File: src/rtl/cpld_data_rx_pkg.sv
// rtl/cpld_data_rx_pkg.sv - shared types and constants for the CPLD data-mode receiver
package cpld_data_rx_pkg;

    typedef enum logic [1:0] {
        ST_IDLE = 2'd0,
        ST_REQ  = 2'd1,
        ST_RX   = 2'd2,
        ST_FIN  = 2'd3
    } state_t;

    localparam int DEF_LEN_W     = 20;
    localparam int DEF_TIMEOUT_W = 24;

    // CFG_Din carries the most significant bit of each byte first
    localparam bit MSB_FIRST = 1'b1;

    function automatic logic [7:0] shift_in(input logic [7:0] cur, input logic bit_in);
        if (MSB_FIRST)
            return {cur[6:0], bit_in};
        else
            return {bit_in, cur[7:1]};
    endfunction

endpackage

File: src/rtl/cpld_edge_sync.sv
// rtl/cpld_edge_sync.sv - CPLD_CLK/CFG_Din synchroniser with CPLD_CLK rising-edge detect
module cpld_edge_sync (
    input  logic clk,
    input  logic rst,
    input  logic cpld_clk_i,
    input  logic cpld_din_i,
    output logic clk_rise,
    output logic din_sync
);

    logic [1:0] clk_ff;
    logic [1:0] din_ff;
    logic       clk_d;

    always_ff @(posedge clk) begin
        if (rst) begin
            clk_ff <= 2'b00;
            din_ff <= 2'b00;
            clk_d  <= 1'b0;
        end else begin
            clk_ff <= {clk_ff[0], cpld_clk_i};
            din_ff <= {din_ff[0], cpld_din_i};
            clk_d  <= clk_ff[1];
        end
    end

    // din passes through the same depth as clk, so the bit seen here matches the edge
    assign clk_rise = clk_ff[1] & ~clk_d;
    assign din_sync = din_ff[1];

endmodule

File: src/rtl/cpld_data_rx.sv
// rtl/cpld_data_rx.sv - boot CPLD data-mode receiver; optional checksum via CPLD_DATA_RX_CKSUM_EN
module cpld_data_rx
    import cpld_data_rx_pkg::*;
#(
    parameter int LEN_W     = DEF_LEN_W,
    parameter int TIMEOUT_W = DEF_TIMEOUT_W
) (
    input  logic             clk,
    input  logic             rst,
    input  logic             go_i,
    input  logic [LEN_W-1:0] len_i,
    input  logic             cpld_clk_i,
    input  logic             cpld_din_i,
    input  logic             cpld_detached_i,
    output logic             cpld_start_o,
    output logic             cpld_mode_o,
    output logic             cpld_done_o,
    output logic [7:0]       dout_o,
    output logic             dout_valid_o,
    output logic             busy_o,
    output logic             done_o,
    output logic             timeout_o,
    output logic [15:0]      cksum_o
);

    state_t               state;
    logic                 clk_rise;
    logic                 din_s;
    logic [1:0]           det_ff;
    logic [7:0]           shreg;
    logic [7:0]           shreg_nxt;
    logic [2:0]           bit_cnt;
    logic [LEN_W-1:0]     rem;
    logic [TIMEOUT_W-1:0] wd;
    logic                 wd_expire;
    logic                 byte_done;

    cpld_edge_sync u_sync (
        .clk        (clk),
        .rst        (rst),
        .cpld_clk_i (cpld_clk_i),
        .cpld_din_i (cpld_din_i),
        .clk_rise   (clk_rise),
        .din_sync   (din_s)
    );

    always_ff @(posedge clk) begin
        if (rst)
            det_ff <= 2'b00;
        else
            det_ff <= {det_ff[0], cpld_detached_i};
    end

    assign shreg_nxt = shift_in(shreg, din_s);
    // an edge arriving on the expiry cycle wins over the watchdog
    assign wd_expire = (wd == {TIMEOUT_W{1'b1}}) && !clk_rise;
    assign byte_done = (state == ST_RX) && clk_rise && (bit_cnt == 3'd7);

    always_ff @(posedge clk) begin
        if (rst) begin
            state        <= ST_IDLE;
            shreg        <= 8'd0;
            bit_cnt      <= 3'd0;
            rem          <= '0;
            wd           <= '0;
            cpld_start_o <= 1'b0;
            cpld_mode_o  <= 1'b0;
            cpld_done_o  <= 1'b0;
            dout_o       <= 8'd0;
            dout_valid_o <= 1'b0;
            busy_o       <= 1'b0;
            done_o       <= 1'b0;
            timeout_o    <= 1'b0;
        end else begin
            dout_valid_o <= 1'b0;
            done_o       <= 1'b0;
            case (state)
                ST_IDLE: begin
                    if (go_i) begin
                        timeout_o <= 1'b0;
                        if (len_i == '0) begin
                            done_o <= 1'b1;
                        end else begin
                            rem          <= len_i;
                            busy_o       <= 1'b1;
                            cpld_start_o <= 1'b1;
                            cpld_mode_o  <= 1'b1;
                            bit_cnt      <= 3'd0;
                            wd           <= '0;
                            state        <= ST_REQ;
                        end
                    end
                end
                ST_REQ: begin
                    if (clk_rise) begin
                        shreg   <= shreg_nxt;
                        bit_cnt <= 3'd1;
                        wd      <= '0;
                        state   <= ST_RX;
                    end else if (wd_expire) begin
                        timeout_o    <= 1'b1;
                        cpld_start_o <= 1'b0;
                        cpld_done_o  <= 1'b1;
                        wd           <= '0;
                        state        <= ST_FIN;
                    end else begin
                        wd <= wd + 1'b1;
                    end
                end
                ST_RX: begin
                    if (clk_rise) begin
                        shreg   <= shreg_nxt;
                        bit_cnt <= bit_cnt + 3'd1;
                        wd      <= '0;
                        if (byte_done) begin
                            dout_o       <= shreg_nxt;
                            dout_valid_o <= 1'b1;
                            if (rem != '0)
                                rem <= rem - 1'b1;
                            if (rem <= LEN_W'(1)) begin
                                cpld_start_o <= 1'b0;
                                cpld_done_o  <= 1'b1;
                                state        <= ST_FIN;
                            end
                        end
                    end else if (wd_expire) begin
                        // partial byte in shreg is simply abandoned
                        timeout_o    <= 1'b1;
                        cpld_start_o <= 1'b0;
                        cpld_done_o  <= 1'b1;
                        wd           <= '0;
                        state        <= ST_FIN;
                    end else begin
                        wd <= wd + 1'b1;
                    end
                end
                ST_FIN: begin
                    if (det_ff[1] || wd_expire) begin
                        if (wd_expire && !det_ff[1])
                            timeout_o <= 1'b1;
                        cpld_start_o <= 1'b0;
                        cpld_done_o  <= 1'b0;
                        cpld_mode_o  <= 1'b0;
                        busy_o       <= 1'b0;
                        done_o       <= 1'b1;
                        wd           <= '0;
                        state        <= ST_IDLE;
                    end else if (clk_rise) begin
                        wd <= '0;
                    end else begin
                        wd <= wd + 1'b1;
                    end
                end
                default: state <= ST_IDLE;
            endcase
        end
    end

`ifdef CPLD_DATA_RX_CKSUM_EN
    logic [15:0] cksum;

    always_ff @(posedge clk) begin
        if (rst)
            cksum <= 16'd0;
        else if (state == ST_IDLE && go_i)
            cksum <= 16'd0;
        else if (byte_done)
            cksum <= cksum + {8'd0, shreg_nxt};
    end

    assign cksum_o = cksum;
`else
    assign cksum_o = 16'd0;
`endif

endmodule

File: config.mk
export PLATFORM = sky130hd
export DESIGN_NAME = cpld_data_rx
export DESIGN_NICKNAME = d
export VERILOG_FILES = /design/src/rtl/cpld_data_rx_pkg.sv /design/src/rtl/cpld_edge_sync.sv /design/src/rtl/cpld_data_rx.sv
export SDC_FILE = /design/constraint.sdc
export NUM_CORES = 1
export LEC_CHECK = 0
export BUFFER_PORTS_ARGS = -buffer_cell sky130_fd_sc_hd__clkbuf_2
export CAP_MARGIN = 20
export CORE_ASPECT_RATIO = 1.2
export CORE_UTILIZATION = 39
export DETAILED_ROUTE_END_ITERATION = 6
export PLACE_DENSITY = 0.58
export SLEW_MARGIN = 20
export SYNTH_ARGS = -nofsm -noshare
export SYNTH_HDL_FRONTEND = slang
export SYNTH_SLANG_ARGS = --single-unit
export TNS_END_PERCENT = 100
File: constraint.sdc
create_clock -name clk -period 6.9 [get_ports clk]
set_clock_uncertainty 0.15 [all_clocks]
set_input_delay 0.345 -clock clk [delete_from_list [all_inputs] [get_ports clk]]
set_output_delay 0.345 -clock clk [all_outputs]
set_load 0.01 [all_outputs]
======== Word level (Yosys, flattened, before mapping) ========
Cells that the tools add are included.
Widths: inputs -> output; s select.
word-level totals
  register bits after elaboration ......... 77
  input port bits ......................... 26
  logic and storage cells ................. 122
operators by class
  eq/ne operators ......................... 18
  bitwise gates (word level) .............. 4
  reduce and logical (&&, ||, !) cells .... 26
  mux-type cells .......................... 54
  order comparisons ....................... 1
  $add $sub $neg .......................... 3
operators with widths
  kind                   number
  $mux 24                6
  $mux 20                5
  $pmux 24 s3            1
  $pmux 20 s2            1
  $add 24x1->24 const B  1
  $eq 24x24->1 const B   1
  $mux 1                 22
  $le 20x1->1 const B    1
  $logic_not 20->1       1
  $reduce_and 5->1       4
  $reduce_bool 20->1     1
  $sub 20x1->20 const B  1
  $ne 2x2->1 const B     9
  $mux 2                 8
  $mux 3                 4
  $reduce_and 6->1       2
  $pmux 3 s3             1
  $pmux 2 s4             1
  $pmux 1 s3             2
  $reduce_bool 3->1      2
  $eq 2x2->1 const B     2
  $logic_and 1x1->1      4
  $ne 2x1->1 const B     2
  $pmux 1 s2             2
  17 further kinds       22

======== Longest topological paths before layout ========
  depth in word-level cells ............... 8
  depth in mapped cells ................... 11

======== Hierarchy ========
From an unflattened synthesis, not the netlist that was laid out.
unflattened totals
  cell total of the unflattened synthesis .. 533
  area, all modules ....................... 4,159.0 µm²
modules (own cells, without submodules)
  module          seq. area each (µm²)  area each (µm²)  instances  cells each
  cpld_data_rx    1,441.4               4,021.4          1          522
  cpld_edge_sync  100.1                 137.6            1          11

======== Worst setup path after synthesis ========
No wires, ideal clock.
  path kind ............................... register to register
  start point ............................. register state[0]
  end point ............................... register rem[12]
  period minus slack after synthesis ...... 2,316 ps
  library setup time ...................... 132 ps
  required time ........................... 6,618 ps
  stages on the path, launching flop included .. 12
  arrival ................................. 2,034 ps
  slack ................................... 4,584 ps
  path buffers ............................ 3
  cells stage by stage .................... dfxtp_1 inv_1 ha_1 nor4b_1 nand2_1 o31a_1 clkbuf_1 o21a_1 buf_6 buf_2 nand2_1 a21oi_1
on the way
  word-level cells in the longest chain between the ends .. 5
  elaborated cells on any way between the ends .. 12
RTL lines
  element                            RTL line                                RTL
  from (decl)                        cpld_data_rx.sv:26                      state_t state;
  from (signal assigned)             cpld_data_rx.sv:61                      state <= ST_IDLE;
  from (signal assigned)             cpld_data_rx.sv:90                      state <= ST_REQ;
  from (signal assigned)             cpld_data_rx.sv:99                      state <= ST_RX;
  $eq 2x2->1                         cpld_data_rx.sv:57, cpld_data_rx.sv:77
  $logic_and 1x1->1 (2 in series)    cpld_data_rx.sv:57                      assign byte_done = (state == ST_RX) && clk_rise && (bit_cnt == 3'd7);
  $ne 2x2->1 (no source line)        --
  $reduce_and 6->1 (no source line)  --
  to (signal assigned)               cpld_data_rx.sv:84                      rem <= len_i;
  to (signal assigned)               cpld_data_rx.sv:119                     rem <= rem - 1'b1;
  to (decl)                          cpld_data_rx.sv:33                      logic [LEN_W-1:0] rem;
Several ways; a longest one is shown, not always the timed one.
A chain may end at the register's enable or synchronous reset.

======== Final worst setup path ========
  start point ............................. register state[0]
  end point ............................... register rem[6]
Same word-level chain as after synthesis.

==> impl_metrics.ini <==
[pwr]
p_int_uw = 807
swShare_pct = 33.3
combPwrFrac_pct = 22.2
p_seq_share_pct = 40.7
p_switching_uw = 404
power_frac_clock_pct = 37.1
p_per_area_nw_per_um2 = 257
leakage_uw = 0.00171
ir_worst_vdd_mv = 0.140

[sta]
min_period_ns = 3.01
final_hold_viol_count = 0
tns_ns = 0
setup_viol = 0
finalCritPeriodShare_pct = 43.7
fmax_ghz = 0.332
worst_pin_slew_ns = 1.14
max-slew-margin-rel_pct = 23.1
rsz0062_at_grt = false
maxSlewViolCount = 0

[synthesis]
synthTopCellsByArea = dfxtp_1, a21oi_1, nand2_1, a311oi_1, o21ai_0
synth-edff-count = 0
ys_seq_area_share_pct = 35.9
synth_top_area_share_pct = 35.9
yosys_warnings = 0
yosys.cell_types.count = 56
syn_area_um2 = 4300
yosys.area.top_type = dfxtp_1
synth_seq_cells = 77
syn_avg_cell_area_um2 = 7.88
ys.flop_type = dfxtp_1
yosys-top-cells-count = dfxtp_1, nand2_1, a21oi_1, nor2_1, o21ai_0
syn_inst = 545
ys_async_sr_fraction_pct = 0

[worst_setup_path]
endpoint_kind = flip-flop
required_ns = 7.02
r2r-end = rem[6]$_SDFFE_PP0P_
ff2ff_setup_slack_ns = 3.89
worstSetupStartpointType = flip-flop
critPathLaunch = state[0]$_SDFFE_PP0P_
cp_max_fo = 34
worst_r2r_path_depth = 8
arrival_ns = 3.13
critical_path_class = reg2reg
r2r_start = state[0]$_SDFFE_PP0P_

[status]
violations = DRC
status = finished with violations

[floorplan]
rows = 41
fp.dieW_um = 97.8
coreArea_um2 = 10600
start_util_pct = 40.5
die_y_um = 117
die-area_um2 = 11400
io_pins = 57

[route]
drc_errors = 10
dr.pass1.iters = 6
wl_per_cell_um = 14.5
drt-initial-drc-count = 186
routed_wl_um = 10100
ant_nets = 0
via_per_inst = 5.62
vias = 3921

[grt]
antenna_found_initial = 0
grt_max_degree = 79
overflow = 0
grt_pass1_vias = 3565
grt_pass1_wl_um = 16900
track_usage_pct = 18.3

[place]
place_area_um2 = 4440
gp_congestion = 0.763
dp_hpwl_um = 6690
io_buffers = 40
place_inst = 682

[clock_network]
cts_buffer_depth = 2
cts_tree = done
clock-root-buffer = clkbuf_16
cts_buffers = 9
postCtsSetupBuffers = 0
cts_sinks = 77
cts_resized = 0
htreeDepth = 3
clock_latency_ns = 0.34
holdBufCountCts = 0
path_clk_slew_ns = 0.06

[finish]
fin_cells = 698
n_antenna_cell = 0
final_util_pct = 44.4
nets = 602
finalInstanceArea_um2 = 4720
area_delta_synth_final_pct = 9.87
drive_gt1_share_pct = 13.0
fillers = 1102

[hold_path]
hold_class = in2reg
hold_start = cpld_din_i
hold_end = u_sync.din_ff[0]$_SDFF_PP0_
holdPathStages = 2

[run]
max_cap_viol_count = 0
## power by group through the flow
stage	Clock, uW	Combinational, uW	Sequential (uW)
after detailed placement	0	267	501
after global placement	0	265	500
final	449	269	492
after global routing	478	298	495
after CTS	461	269	491
after floorplan	0	225	496
## stage by stage
stage                     setup slack, ns  power, uW  hold WS [ns]
after CTS                            3.87       1220        0.0578
after global placement               3.99        765         0.270
after floorplan                      4.58        721         0.264
final                                3.89       1210        0.0672
after detailed placement             3.88        768         0.278
after global routing                 3.66       1270        0.0744
## layer usage
| layer | track usage (%) | part of all wire (%) | routed length (um) |
|---|---|---|---|
| met3 | 2.61 | 4.2 | 427 |
| met4 | 10.3 | 2.8 | 282 |
| met1 | 21.8 | 45 | 4560 |
| met5 | 0 | 0 | 0 |
| met2 | 32.0 | 48 | 4840 |
## registers in the layout (all words and copies together) (netlist names)
register and count:
bit_cnt 3, shreg 7, cpld_done_o 1, dout_valid_o 1, timeout_o 1, u_sync.clk_d 1, busy_o 1, cpld_start_o 1
rem 20, dout_o 8, det_ff 2, done_o 1, u_sync.din_ff 2, wd 24, state 2, u_sync.clk_ff 2
## worst max-delay path, cell delays in order (launching register included)
cell and delay (ns):
dfxtp_1 0.33, inv_1 0.15, ha_1 0.17, buf_4 0.32, nand3_1 0.39, a31oi_2 0.41
o21a_1 0.62, o21ai_0 0.22, a21oi_1 0.18
## placed cells by master (no fill, tap or decap), drive strengths merged, types with 17 or more instances in the layout
cell type,count
dfxtp,77
nor2,36
inv,17
a311oi,19
clkbuf,49
nand3,25
o21ai,38
nand2,77
a21oi,65
## cell families after synthesis
| logic type | after synthesis | synth area share, % |
|---|---|---|
| AOI/OAI and AO/OA | 165 | 24.9 |
| adders and majority gates | 12 | 3.50 |
| buffers and inverters | 66 | 8.53 |
| DFF | 77 | 35.9 |
| muxes | 4 | 0.990 |
| other | 1 | 0.0873 |
| and+or+nand+nor | 220 | 26.1 |
## worst max-delay path by stage
stage,slack (ns),cells past startpoint,end
6_report,3.89,8,rem[6]$_SDFFE_PP0P_
5_1_grt,3.66,8,rem[19]$_SDFFE_PP0P_
2_1_floorplan,4.58,11,rem[12]$_SDFFE_PP0P_
3_5_place_dp,3.88,8,rem[16]$_SDFFE_PP0P_
3_3_place_gp,3.99,8,rem[19]$_SDFFE_PP0P_
4_1_cts,3.87,8,rem[6]$_SDFFE_PP0P_
## final cells by class
type                       count  area, um2  area share [%]
tap                          129        161            3.42
timing repair buffer          45        238            5.04
clock inverter                 7       57.6            1.22
clock buffer                   9        225            4.77
multi-input combinational    417       2440            51.8
inverter                      14       52.6            1.11
sequential                    77       1540            32.7
(Power assumes the default switching activity.)
